`config.mk`:
```
export PLATFORM = sky130hd
export DESIGN_NAME = assoc_req_bridge_flat
export DESIGN_NICKNAME = d
export VERILOG_FILES = /design/src/rtl/assoc_req_bridge_pkg.sv /design/src/rtl/assoc_req_bridge_if.sv /design/src/rtl/assoc_req_bridge_sfifo.sv /design/src/rtl/assoc_req_bridge.sv /design/src/flat_wrapper.sv
export SDC_FILE = /design/constraint.sdc
export NUM_CORES = 1
export LEC_CHECK = 0
export BUFFER_PORTS_ARGS = -buffer_cell sky130_fd_sc_hd__buf_2
export CAP_MARGIN = 15
export CORE_ASPECT_RATIO = 1.5
export CORE_MARGIN = 2
export CORE_UTILIZATION = 45
export CTS_CLUSTER_SIZE = 30
export DETAILED_ROUTE_END_ITERATION = 12
export PLACE_DENSITY = 0.73
export SLEW_MARGIN = 5
export SYNTH_ARGS = -nofsm -noshare
export SYNTH_HDL_FRONTEND = slang
export SYNTH_HIERARCHICAL = 1
export SYNTH_SLANG_ARGS = --single-unit
```
`constraint.sdc`:
```
create_clock -name clk -period 16.8 [get_ports clk]
set_clock_uncertainty 0.05 [all_clocks]
set_input_delay 0.84 -clock clk [delete_from_list [all_inputs] [get_ports clk]]
set_output_delay 0.84 -clock clk [all_outputs]
set_load 0.01 [all_outputs]
```
`src/rtl/assoc_req_bridge_pkg.sv`:
```
// Shared types and constants for the sv_assoc request bridge.
package assoc_pkg;

  localparam int unsigned ASSOC_AW = 64;
  localparam int unsigned ASSOC_DW = 64;

  typedef struct packed {
    logic                write;
    logic [ASSOC_AW-1:0] addr;
    logic [ASSOC_DW-1:0] wdata;
  } req_t;

endpackage

```
`src/rtl/assoc_req_bridge_if.sv`:
```
// Bus bundle for the bridge: traffic request/response handshakes plus the
// sv_assoc strobe/data side. The bridge takes the slave view.
interface assoc_req_bridge_if import assoc_pkg::*; #(
  parameter int unsigned AW        = ASSOC_AW,
  parameter int unsigned DW        = ASSOC_DW,
  parameter int unsigned RSP_DEPTH = 4
);

  localparam int unsigned OW = $clog2(RSP_DEPTH + 1);

  logic          req_valid;
  logic          req_ready;
  logic          req_write;
  logic [AW-1:0] req_addr;
  logic [DW-1:0] req_wdata;
  logic          rsp_valid;
  logic          rsp_ready;
  logic [DW-1:0] rsp_rdata;
  logic          wen;
  logic          ren;
  logic [DW-1:0] wdin;
  logic [AW-1:0] addr;
  logic [DW-1:0] rdout;
  logic [OW-1:0] outstanding;

  modport master (
    output req_valid, req_write, req_addr, req_wdata, rsp_ready, rdout,
    input  req_ready, rsp_valid, rsp_rdata, wen, ren, wdin, addr, outstanding
  );

  modport slave (
    input  req_valid, req_write, req_addr, req_wdata, rsp_ready, rdout,
    output req_ready, rsp_valid, rsp_rdata, wen, ren, wdin, addr, outstanding
  );

endinterface

```
`src/rtl/assoc_req_bridge_sfifo.sv`:
```
// Synchronous FIFO with extra-MSB pointers; accepts a push while full when a
// pop happens in the same cycle.
module assoc_sfifo #(
  parameter int unsigned WIDTH = 8,
  parameter int unsigned DEPTH = 4
) (
  input  logic             clk,
  input  logic             rst,
  input  logic             i_push,
  input  logic             i_pop,
  input  logic [WIDTH-1:0] i_din,
  output logic             o_full,
  output logic             o_empty,
  output logic [WIDTH-1:0] o_head
);

  localparam int unsigned PW = $clog2(DEPTH);

  logic [WIDTH-1:0] r_mem [DEPTH];
  logic [PW:0]      r_wptr;
  logic [PW:0]      r_rptr;
  logic             w_do_push;
  logic             w_do_pop;

  assign o_empty   = (r_wptr == r_rptr);
  assign o_full    = (r_wptr[PW] != r_rptr[PW]) && (r_wptr[PW-1:0] == r_rptr[PW-1:0]);
  assign w_do_pop  = i_pop && !o_empty;
  assign w_do_push = i_push && (!o_full || w_do_pop);
  assign o_head    = r_mem[r_rptr[PW-1:0]];

  // Pointer advance on accepted push/pop.
  always_ff @(posedge clk) begin
    if (rst) begin
      r_wptr <= '0;
      r_rptr <= '0;
    end else begin
      if (w_do_push) r_wptr <= r_wptr + (PW+1)'(1);
      if (w_do_pop)  r_rptr <= r_rptr + (PW+1)'(1);
    end
  end

  // Storage write; contents need no reset since pointers gate visibility.
  always_ff @(posedge clk) begin
    if (w_do_push) r_mem[r_wptr[PW-1:0]] <= i_din;
  end

endmodule

```
`src/rtl/assoc_req_bridge.sv`:
```
// Request/response bridge in front of sv_assoc: queues traffic requests,
// issues single-cycle wen/ren strobes in order, and returns read data in
// order under a credit limit that keeps the response FIFO from overflowing.
module assoc_req_bridge import assoc_pkg::*; #(
  parameter int unsigned AW        = ASSOC_AW,
  parameter int unsigned DW        = ASSOC_DW,
  parameter int unsigned REQ_DEPTH = 8,
  parameter int unsigned RSP_DEPTH = 4,
  parameter int unsigned RD_LAT    = 1
) (
  input logic                clk,
  input logic                rst,
  assoc_req_bridge_if.slave  bus
);

  localparam int unsigned     OW         = $clog2(RSP_DEPTH + 1);
  localparam logic [OW-1:0]   LP_CREDITS = OW'(RSP_DEPTH);

  req_t            w_req_in;
  req_t            w_req_head;
  logic            w_req_push;
  logic            w_req_pop;
  logic            w_req_full;
  logic            w_req_empty;
  logic            w_issue_wr;
  logic            w_issue_rd;
  logic            w_rsp_push;
  logic            w_rsp_pop;
  logic            w_rsp_full;
  logic            w_rsp_empty;
  logic [DW-1:0]   w_rsp_head;
  logic            r_wen;
  logic            r_ren;
  logic [AW-1:0]   r_addr;
  logic [DW-1:0]   r_wdin;
  logic [RD_LAT-1:0] r_lat;
  logic [OW-1:0]   r_outstanding;

  // Pack the incoming request into the queue entry.
  always_comb begin
    w_req_in       = '0;
    w_req_in.write = bus.req_write;
    w_req_in.addr  = bus.req_addr;
    w_req_in.wdata = bus.req_wdata;
  end

  assign w_issue_wr = !w_req_empty && w_req_head.write;
  assign w_issue_rd = !w_req_empty && !w_req_head.write && (r_outstanding < LP_CREDITS);
  assign w_req_pop  = w_issue_wr || w_issue_rd;
  // Ready also covers the full-but-popping case so a full queue keeps streaming.
  assign bus.req_ready = !rst && (!w_req_full || w_req_pop);
  assign w_req_push    = bus.req_valid && bus.req_ready;

  assign w_rsp_push    = r_lat[RD_LAT-1];
  assign bus.rsp_valid = !rst && !w_rsp_empty;
  assign w_rsp_pop     = bus.rsp_valid && bus.rsp_ready;
  assign bus.rsp_rdata = w_rsp_head;

  assign bus.wen         = r_wen;
  assign bus.ren         = r_ren;
  assign bus.addr        = r_addr;
  assign bus.wdin        = r_wdin;
  assign bus.outstanding = r_outstanding;

  assoc_sfifo #(.WIDTH($bits(req_t)), .DEPTH(REQ_DEPTH)) u_req_fifo (
    .clk     (clk),
    .rst     (rst),
    .i_push  (w_req_push),
    .i_pop   (w_req_pop),
    .i_din   (w_req_in),
    .o_full  (w_req_full),
    .o_empty (w_req_empty),
    .o_head  (w_req_head)
  );

  assoc_sfifo #(.WIDTH(DW), .DEPTH(RSP_DEPTH)) u_rsp_fifo (
    .clk     (clk),
    .rst     (rst),
    .i_push  (w_rsp_push),
    .i_pop   (w_rsp_pop),
    .i_din   (bus.rdout),
    .o_full  (w_rsp_full),
    .o_empty (w_rsp_empty),
    .o_head  (w_rsp_head)
  );

  // Registered sv_assoc strobes; addr/wdin hold between operations.
  always_ff @(posedge clk) begin
    if (rst) begin
      r_wen  <= 1'b0;
      r_ren  <= 1'b0;
      r_addr <= '0;
      r_wdin <= '0;
    end else begin
      r_wen <= w_issue_wr;
      r_ren <= w_issue_rd;
      if (w_req_pop)  r_addr <= w_req_head.addr;
      if (w_issue_wr) r_wdin <= w_req_head.wdata;
    end
  end

  // Read-latency tag pipe; rdout is captured when the tag reaches the end.
  always_ff @(posedge clk) begin
    if (rst) r_lat <= '0;
    else     r_lat <= (r_lat << 1) | RD_LAT'(r_ren);
  end

  // Credit counter: reads issued but not yet consumed from the response FIFO.
  always_ff @(posedge clk) begin
    if (rst) begin
      r_outstanding <= '0;
    end else begin
      case ({w_issue_rd, w_rsp_pop})
        2'b10:   r_outstanding <= r_outstanding + OW'(1);
        2'b01:   r_outstanding <= r_outstanding - OW'(1);
        default: r_outstanding <= r_outstanding;
      endcase
    end
  end

  // Protocol invariants.
  always_ff @(posedge clk) begin
    if (!rst) begin
      assert (!(r_wen && r_ren));
      assert (!(w_rsp_push && w_rsp_full && !w_rsp_pop));
      assert (r_outstanding <= LP_CREDITS);
    end
  end

endmodule
```
`src/flat_wrapper.sv`:
```
// flat-port wrapper written by rule: the top's interface ports become plain ports
module assoc_req_bridge_flat import assoc_pkg::*;
#(
  parameter int unsigned AW        = ASSOC_AW,
  parameter int unsigned DW        = ASSOC_DW,
  parameter int unsigned REQ_DEPTH = 8,
  parameter int unsigned RSP_DEPTH = 4,
  parameter int unsigned RD_LAT    = 1
)
  (clk, rst, bus_req_valid, bus_req_write, bus_req_addr, bus_req_wdata, bus_rsp_ready, bus_rdout, bus_req_ready, bus_rsp_valid, bus_rsp_rdata, bus_wen, bus_ren, bus_wdin, bus_addr, bus_outstanding);
  assoc_req_bridge_if #(.AW(AW), .DW(DW), .RSP_DEPTH(RSP_DEPTH)) bus_i ();
  input logic clk;
  input logic rst;
  input wire logic [$bits(bus_i.req_valid)-1:0] bus_req_valid;
  input wire logic [$bits(bus_i.req_write)-1:0] bus_req_write;
  input wire logic [$bits(bus_i.req_addr)-1:0] bus_req_addr;
  input wire logic [$bits(bus_i.req_wdata)-1:0] bus_req_wdata;
  input wire logic [$bits(bus_i.rsp_ready)-1:0] bus_rsp_ready;
  input wire logic [$bits(bus_i.rdout)-1:0] bus_rdout;
  output wire logic [$bits(bus_i.req_ready)-1:0] bus_req_ready;
  output wire logic [$bits(bus_i.rsp_valid)-1:0] bus_rsp_valid;
  output wire logic [$bits(bus_i.rsp_rdata)-1:0] bus_rsp_rdata;
  output wire logic [$bits(bus_i.wen)-1:0] bus_wen;
  output wire logic [$bits(bus_i.ren)-1:0] bus_ren;
  output wire logic [$bits(bus_i.wdin)-1:0] bus_wdin;
  output wire logic [$bits(bus_i.addr)-1:0] bus_addr;
  output wire logic [$bits(bus_i.outstanding)-1:0] bus_outstanding;
  assign bus_i.req_valid = bus_req_valid;
  assign bus_i.req_write = bus_req_write;
  assign bus_i.req_addr = bus_req_addr;
  assign bus_i.req_wdata = bus_req_wdata;
  assign bus_i.rsp_ready = bus_rsp_ready;
  assign bus_i.rdout = bus_rdout;
  assign bus_req_ready = bus_i.req_ready;
  assign bus_rsp_valid = bus_i.rsp_valid;
  assign bus_rsp_rdata = bus_i.rsp_rdata;
  assign bus_wen = bus_i.wen;
  assign bus_ren = bus_i.ren;
  assign bus_wdin = bus_i.wdin;
  assign bus_addr = bus_i.addr;
  assign bus_outstanding = bus_i.outstanding;
  assoc_req_bridge #(.AW(AW), .DW(DW), .REQ_DEPTH(REQ_DEPTH), .RSP_DEPTH(RSP_DEPTH), .RD_LAT(RD_LAT)) u_core (.clk(clk), .rst(rst), .bus(bus_i));
endmodule
```
==> flow_summary_export.csv, run 1 <==
group,metric,value,unit
clock_tree,clkLatencyLatePin,0.76,ns
route,drt_pass1_iterations,6,
floorplanning,initial_core_util,45.37,%
critical_path,crit_slowest_cell,"buf_4",
min_path,hold_class,"input port to flip-flop",
critical_path,path_cells,"mux4_1, mux2_2, nor2b_4, buf_4, or2_2, a211oi_1, o21ai_0, nor4_2, buf_4, buf_4",
clock_tree,clkTransAtPathRegs,0.07,ns
synthesis,netlist_area,0.05464,mm²
placement,place_ws,11.32,ns
sta,setup_viol,0,
route,wl,117500,µm
sta,worst_slew_pin_slew,1.059,ns
critical_path,path_class,"flip-flop to flip-flop",
synthesis,synth_area_per_cell,21.40,µm²
synthesis,yosys_warnings,6,
global_routing,track_usage,18.87,%
global_routing,grt_max_degree,133,
global_routing,grt_util_met3,5.741,%
critical_path,crit_required,17.12,ns
clock_tree,cts-htree-levels,4,
route,route.detailed.drc,0,
critical_path,r2r_slack,11.41,ns
power,power_density,120.7,mW/mm²
flow_run,drv_cap,0,
clock_tree,hold_buffers,0,
clock_tree,cts_buffers,132,
cells_and_area,nFillCells,9190,
clock_tree,post_cts_buffers,0,
floorplanning,design.core.area,0.1204,mm²
cells_and_area,fin_nets,3187,
clock_tree,cts_buffer_depth,3,
global_routing,antenna_found_initial,53,
sta,setup_tns,0,ns
route,drtIter0Drc,1874,
cells_and_area,drive_gt1_share,33.11,%
sta,fmax,185.6,MHz
placement,portBuffers,395,
critical_path,startpoint_type,"flip-flop",
cells_and_area,syn_to_final_growth,14.76,%
min_path,min_path_cells,1,
placement,post-dp-hpwl,69450,µm
sta,hold_viol_final,0,
placement,dpl_cell_area,0.05816,mm²
route,vias,26032,
floorplanning,fp-row-count,156,
floorplanning,die_w,288.5,µm
critical_path,worstRegToRegCells,10,
global_routing,grt_pass1_vias,26827,
route,wl_per_cell,25.08,µm
sta,period_needed,5.388,ns
global_routing,gr-usage-met2,31.19,%
global_routing,grt_overflow,0,
critical_path,cp.arrival,5.71,ns
floorplanning,fp.dieH,430.8,µm
sta,fin_crit_sh,32.07,%
power,p_leak,0.02029,µW
power,vdd_drop_max,0.09453,mV
synthesis,netlist_instances,2553,
clock_tree,cts_resized,0,
clock_tree,clock_sinks,1441,
sta,slew_violations,0,
floorplanning,io_pins,396,
floorplanning,die_area,0.1243,mm²
synthesis,synthesis.nets,2759,
placement,gp_congestion,0.7259,
critical_path,cpMostUsedCell,"buf_4",
run_status,status,"finished clean",
sta,rsz0062_at_grt,"false",
sta,setup_slack,11.41,ns
sta,relSlewSlack,29.37,%
route,post_drt_via_cell_ratio,5.556,
clock_tree,cts-root-buf,"clkbuf_16",
cells_and_area,stdcell_area,0.06270,mm²
global_routing,grt_util_met1,23.63,%
critical_path,cp_max_fo,61,
global_routing,grt_pass1_wl,173200,µm
critical_path,end_kind,"flip-flop",
power,total_power,7570,µW
route,ant_nets,0,
critical_path,slowest_delay,0.86,ns
global_routing,busiest_layer,"met2",
clock_tree,cts_tree,"yes",
per-stage QoR:
stage               util, %  hold slack [ns]  std cells
floorplan                 -           0.4305       2553
global placement      48.30           0.3913       4426
detailed placement    48.30           0.3959       4426
CTS                   52.01           0.1810       4669
global route          52.05           0.2078       4676
finish                52.06           0.2454       4685
final cells by class:
type	instances	area (µm²)	area share [%]
timing repair buffer	442	2356	3.758
sequential	1441	41760	66.60
clock inverter	67	809.5	1.291
inverter	14	52.55	0.08381
multi-input combinational	950	12050	19.22
clock buffer	176	3662	5.841
antenna	15	37.54	0.05986
tap	1580	1977	3.153
worst paths after layout:
kind                                         endpoint                        startpoint
max          u_core/u_req_fifo/r_mem[0][88]$_DFFE_PP_                         flip-flop
min reg2reg          u_core/bus.wdin[14]$_SDFFE_PP0P_  u_core/bus.wdin[14]$_SDFFE_PP0P_
min          u_core/u_rsp_fifo/r_mem[0][14]$_DFFE_PP_                     bus_rdout[14]
max reg2reg  u_core/u_req_fifo/r_mem[0][88]$_DFFE_PP_                         flip-flop
routing by layer:
metal	vias up	routed length (µm)
li1	11399	-
met1	13426	45380
met2	911	58440
met3	246	9741
met4	50	3590
met5	-	333
layout by cell type, fill, tap and decap left out, types with 3 or more instances in the layout:
cell	instances
buf_4	46
diode_2	15
a21oi_1	132
buf_2	394
clkinv_8	5
xor2_1	4
bufinv_16	12
or3b_1	59
mux4_1	104
nor2_4	3
nand4_1	3
xnor2_1	5
nand2_1	132
o21ai_0	68
mux2_1	3
nand2b_1	8
nor2_1	16
clkinv_2	14
mux4_2	218
mux2i_1	4
ha_1	8
dfxtp_1	148
clkinv_4	6
dfxtp_4	4
nor2b_1	6
clkinv_1	17
inv_6	5
edfxtp_1	1288
or3b_2	5
nor3_2	4
and2_2	3
clkbuf_1	28
mux2_2	131
clkbuf_8	13
or3_1	4
clkbuf_16	135
inv_1	14
power breakdown:
group	switching (µW)	leakage (µW)	internal [µW]	total, µW
Sequential	38.2	0.0129	3970	4010
Clock	1310	0.00218	1740	3050
Combinational	284	0.00523	225	509
critical path, delay by kind of cell (launching register included):
kind | cells | cell delay, ns
buf+inv | 3 | 1.72
compound gates | 2 | 0.97
flops | 1 | 0.85
simple gates | 3 | 0.71
mux | 2 | 0.60
registers in the layout, indices dropped and copies added (netlist names), named ones only:
register                  count
u_core/bus.addr              64
u_core/bus.outstanding        3
u_core/bus.ren                1
u_core/bus.wdin              64
u_core/bus.wen                1
u_core/r_lat                  1
u_core/u_req_fifo/r_mem    1032
u_core/u_req_fifo/r_rptr      4
u_core/u_req_fifo/r_wptr      4
u_core/u_rsp_fifo/r_mem     256
u_core/u_rsp_fifo/r_rptr      3
u_core/u_rsp_fifo/r_wptr      3
Power figures use the tool's default switching activity.
==> run 2, diff against run 1 <==
==> constraint.sdc (replaced) <==
create_clock -name clk -period 4.7 [get_ports clk]
set_clock_uncertainty 0.05 [all_clocks]
set_input_delay 0.235 -clock clk [delete_from_list [all_inputs] [get_ports clk]]
set_output_delay 0.235 -clock clk [all_outputs]
set_load 0.01 [all_outputs]
==> run 2 against run 1 <==
Net effect:
- maximum frequency rose by 41%
- sequential cell count did not move
- sequential power rose to 3.6 times the previous value
- register-to-register slack got worse by 11 ns
- count of clock-buffer cells in the layout fell by 10
- via count rose by 2.8%
- die area did not move
- clock power rose to 3.5 times the previous value
- critical path depth fell by 2
- setup slack got worse by 11 ns
- combinational power rose to 3.9 times the previous value
- design area rose by 3.4%
- largest power group unchanged
==> flow_summary_export.csv, run 2 (synthesized netlist as in run 1, its figures left out) <==
group,metric,value,unit
clock_tree,cts_buffers,134,
cells_and_area,finish.utilization,53.81,%
critical_path,cp.arrival,4.17,ns
sta,hold_viol_final,0,
critical_path,startpoint_type,"flip-flop",
clock_tree,clock_sinks,1441,
route,vias,26768,
global_routing,gr-usage-met2,32.32,%
cells_and_area,fin_nets,3387,
clock_tree,cts_buffer_depth,3,
placement,portBuffers,395,
critical_path,path_class,"flip-flop to flip-flop",
placement,dpl.cell_count,4429,
placement,place_ws,0.7895,ns
min_path,hold_class,"input port to flip-flop",
clock_tree,clkLatencyLatePin,0.76,ns
power,vdd_drop_max,0.3664,mV
cells_and_area,layout_commonest_cell,"edfxtp_1",
global_routing,antenna_found_initial,15,
clock_tree,cts-root-buf,"clkbuf_16",
power,combinationalPowerShare,7.3,%
sta,fmax,260.9,MHz
sta,slew_violations,0,
placement,post-dp-hpwl,64920,µm
cells_and_area,drive_gt1_share,31.36,%
sta,relSlewSlack,10.54,%
cells_and_area,syn_to_final_growth,18.61,%
global_routing,track_usage,19.03,%
floorplanning,design.core.area,0.1204,mm²
run_status,status,"finished clean",
power,total_power,27050,µW
sta,fin_crit_sh,81.56,%
global_routing,grt_pass1_wl,176000,µm
critical_path,cp_max_fo,67,
sta,rsz0062_at_grt,"false",
sta,worst_slew_pin_slew,1.342,ns
global_routing,grt_util_met1,24.29,%
flow_run,drv_cap,0,
power,clkPwrFrac,39.7,%
global_routing,grt_overflow,0,
floorplanning,io_pins,396,
power,p_leak,0.02109,µW
route,post_drt_via_cell_ratio,5.491,
floorplanning,fp.dieH,430.8,µm
floorplanning,fp-row-count,156,
sta,setup_slack,0.8669,ns
floorplanning,die_w,288.5,µm
cells_and_area,nFillCells,9032,
power,internal_power,21180,µW
placement,gp_congestion,0.7234,
sta,period_needed,3.833,ns
route,drtIter0Drc,2021,
critical_path,end_kind,"flip-flop",
clock_tree,post_cts_buffers,0,
floorplanning,die_area,0.1243,mm²
power,pwr-share-seq,52.9,%
clock_tree,clkTransAtPathRegs,0.06,ns
sta,setup_viol,0,
power,power_density,417.4,mW/mm²
route,wl_per_cell,24.25,µm
global_routing,grt_max_degree,171,
clock_tree,cts-htree-levels,4,
route,drt_pass1_iterations,5,
clock_tree,cts_tree,"yes",
route,ant_nets,0,
route,route.detailed.drc,0,
cells_and_area,layout_common_cells,"edfxtp_1 (1,288), buf_2 (394), mux4_2 (219)",
global_routing,busiest_layer,"met2",
critical_path,crit_required,5.04,ns
route,wl,118200,µm
cells_and_area,largest_register_ffs,1032,
power,p_sw_share,21.70,%
min_path,hold_start,"bus_rdout[53]",
global_routing,grt_pass1_vias,27909,
power,switchingPower,5871,µW
cells_and_area,fin_cells,4875,
floorplanning,initial_core_util,45.37,%
global_routing,grt_util_met3,4.397,%
sta,setup_tns,0,ns
==> run 2: cell types whose count changed in the layout (fill, tap and decap cells not counted), moves of 4 or more <==
cell,change
clkinvlp_4,+7
clkbuf_8,-8
nor3_2,-4
dlygate4sd3_1,+196
clkinv_4,+4
nor3_4,+4
buf_4,-15
clkinv_8,-4
diode_2,-8
inv_6,+5
buf_12,+18
==> run 2: worst max-delay path: stages (launching register included) <==
cell	delay (ns)
dfxtp_4	0.62
mux4_2	0.28
mux2_4	0.19
nor2b_4	0.05
or2_4	0.26
a211oi_4	0.35
o211ai_1	0.35
nor2_4	0.69
buf_12	0.50
==> run 2: worst paths after layout <==
| check | endpoint | slack [ns] | depth (start not counted) |
|---|---|---|---|
| min | u_core/u_rsp_fifo/r_mem[2][53]$_DFFE_PP_ | 0.18 | 2 |
| max reg2reg | u_core/u_req_fifo/r_mem[5][35]$_DFFE_PP_ | 0.87 | 8 |
| min reg2reg | u_core/bus.wdin[44]$_SDFFE_PP0P_ | 0.40 | 2 |
| max | u_core/u_req_fifo/r_mem[5][35]$_DFFE_PP_ | 0.87 | 8 |
==> run 2: per-stage QoR <==
step,cell area [µm²],hold WS (ns)
finish,64810,0.1790
global route,64800,0.1503
CTS,64790,0.1151
detailed placement,58480,0.3932
global placement,58480,0.3882
floorplan,54740,0.2839
==> run 2: final cells by class <==
cell class              count  area (µm²)  share of cell area (%)
repair buffers            640        4538                   7.002
flip-flops and latches   1441       41760                   64.43
multi-input cells         950       12120                   18.69
diodes                      7       17.52                 0.02703
inverters                  14       52.55                 0.08109
well taps                1580        1977                   3.050
clock buffers             166        3566                   5.502
clock inverters            77       784.5                   1.211
==> run 2: power groups by stage <==
stage | clock, µW | sequential (µW) | combinational, µW
after floorplan | 0 | 14600 | 1140
after detailed placement | 0 | 14600 | 1870
after CTS | 11000 | 14300 | 2020
after global routing | 11500 | 14300 | 2160
final | 10700 | 14300 | 1980
after global placement | 0 | 14600 | 1830
==> run 2: timing repair <==
action	4_1_cts	5_1_grt
gates resized for setup	0	0
hold endpoints to repair	1337	0
hold buffers	196	0
==> run 2: metal layers <==
layer  vias to the layer above  share of wire, %
met5                         -             0.072
met4                        12               2.3
met3                       171               6.6
met2                       872                51
met1                     13911                40
li1                      11802                 -
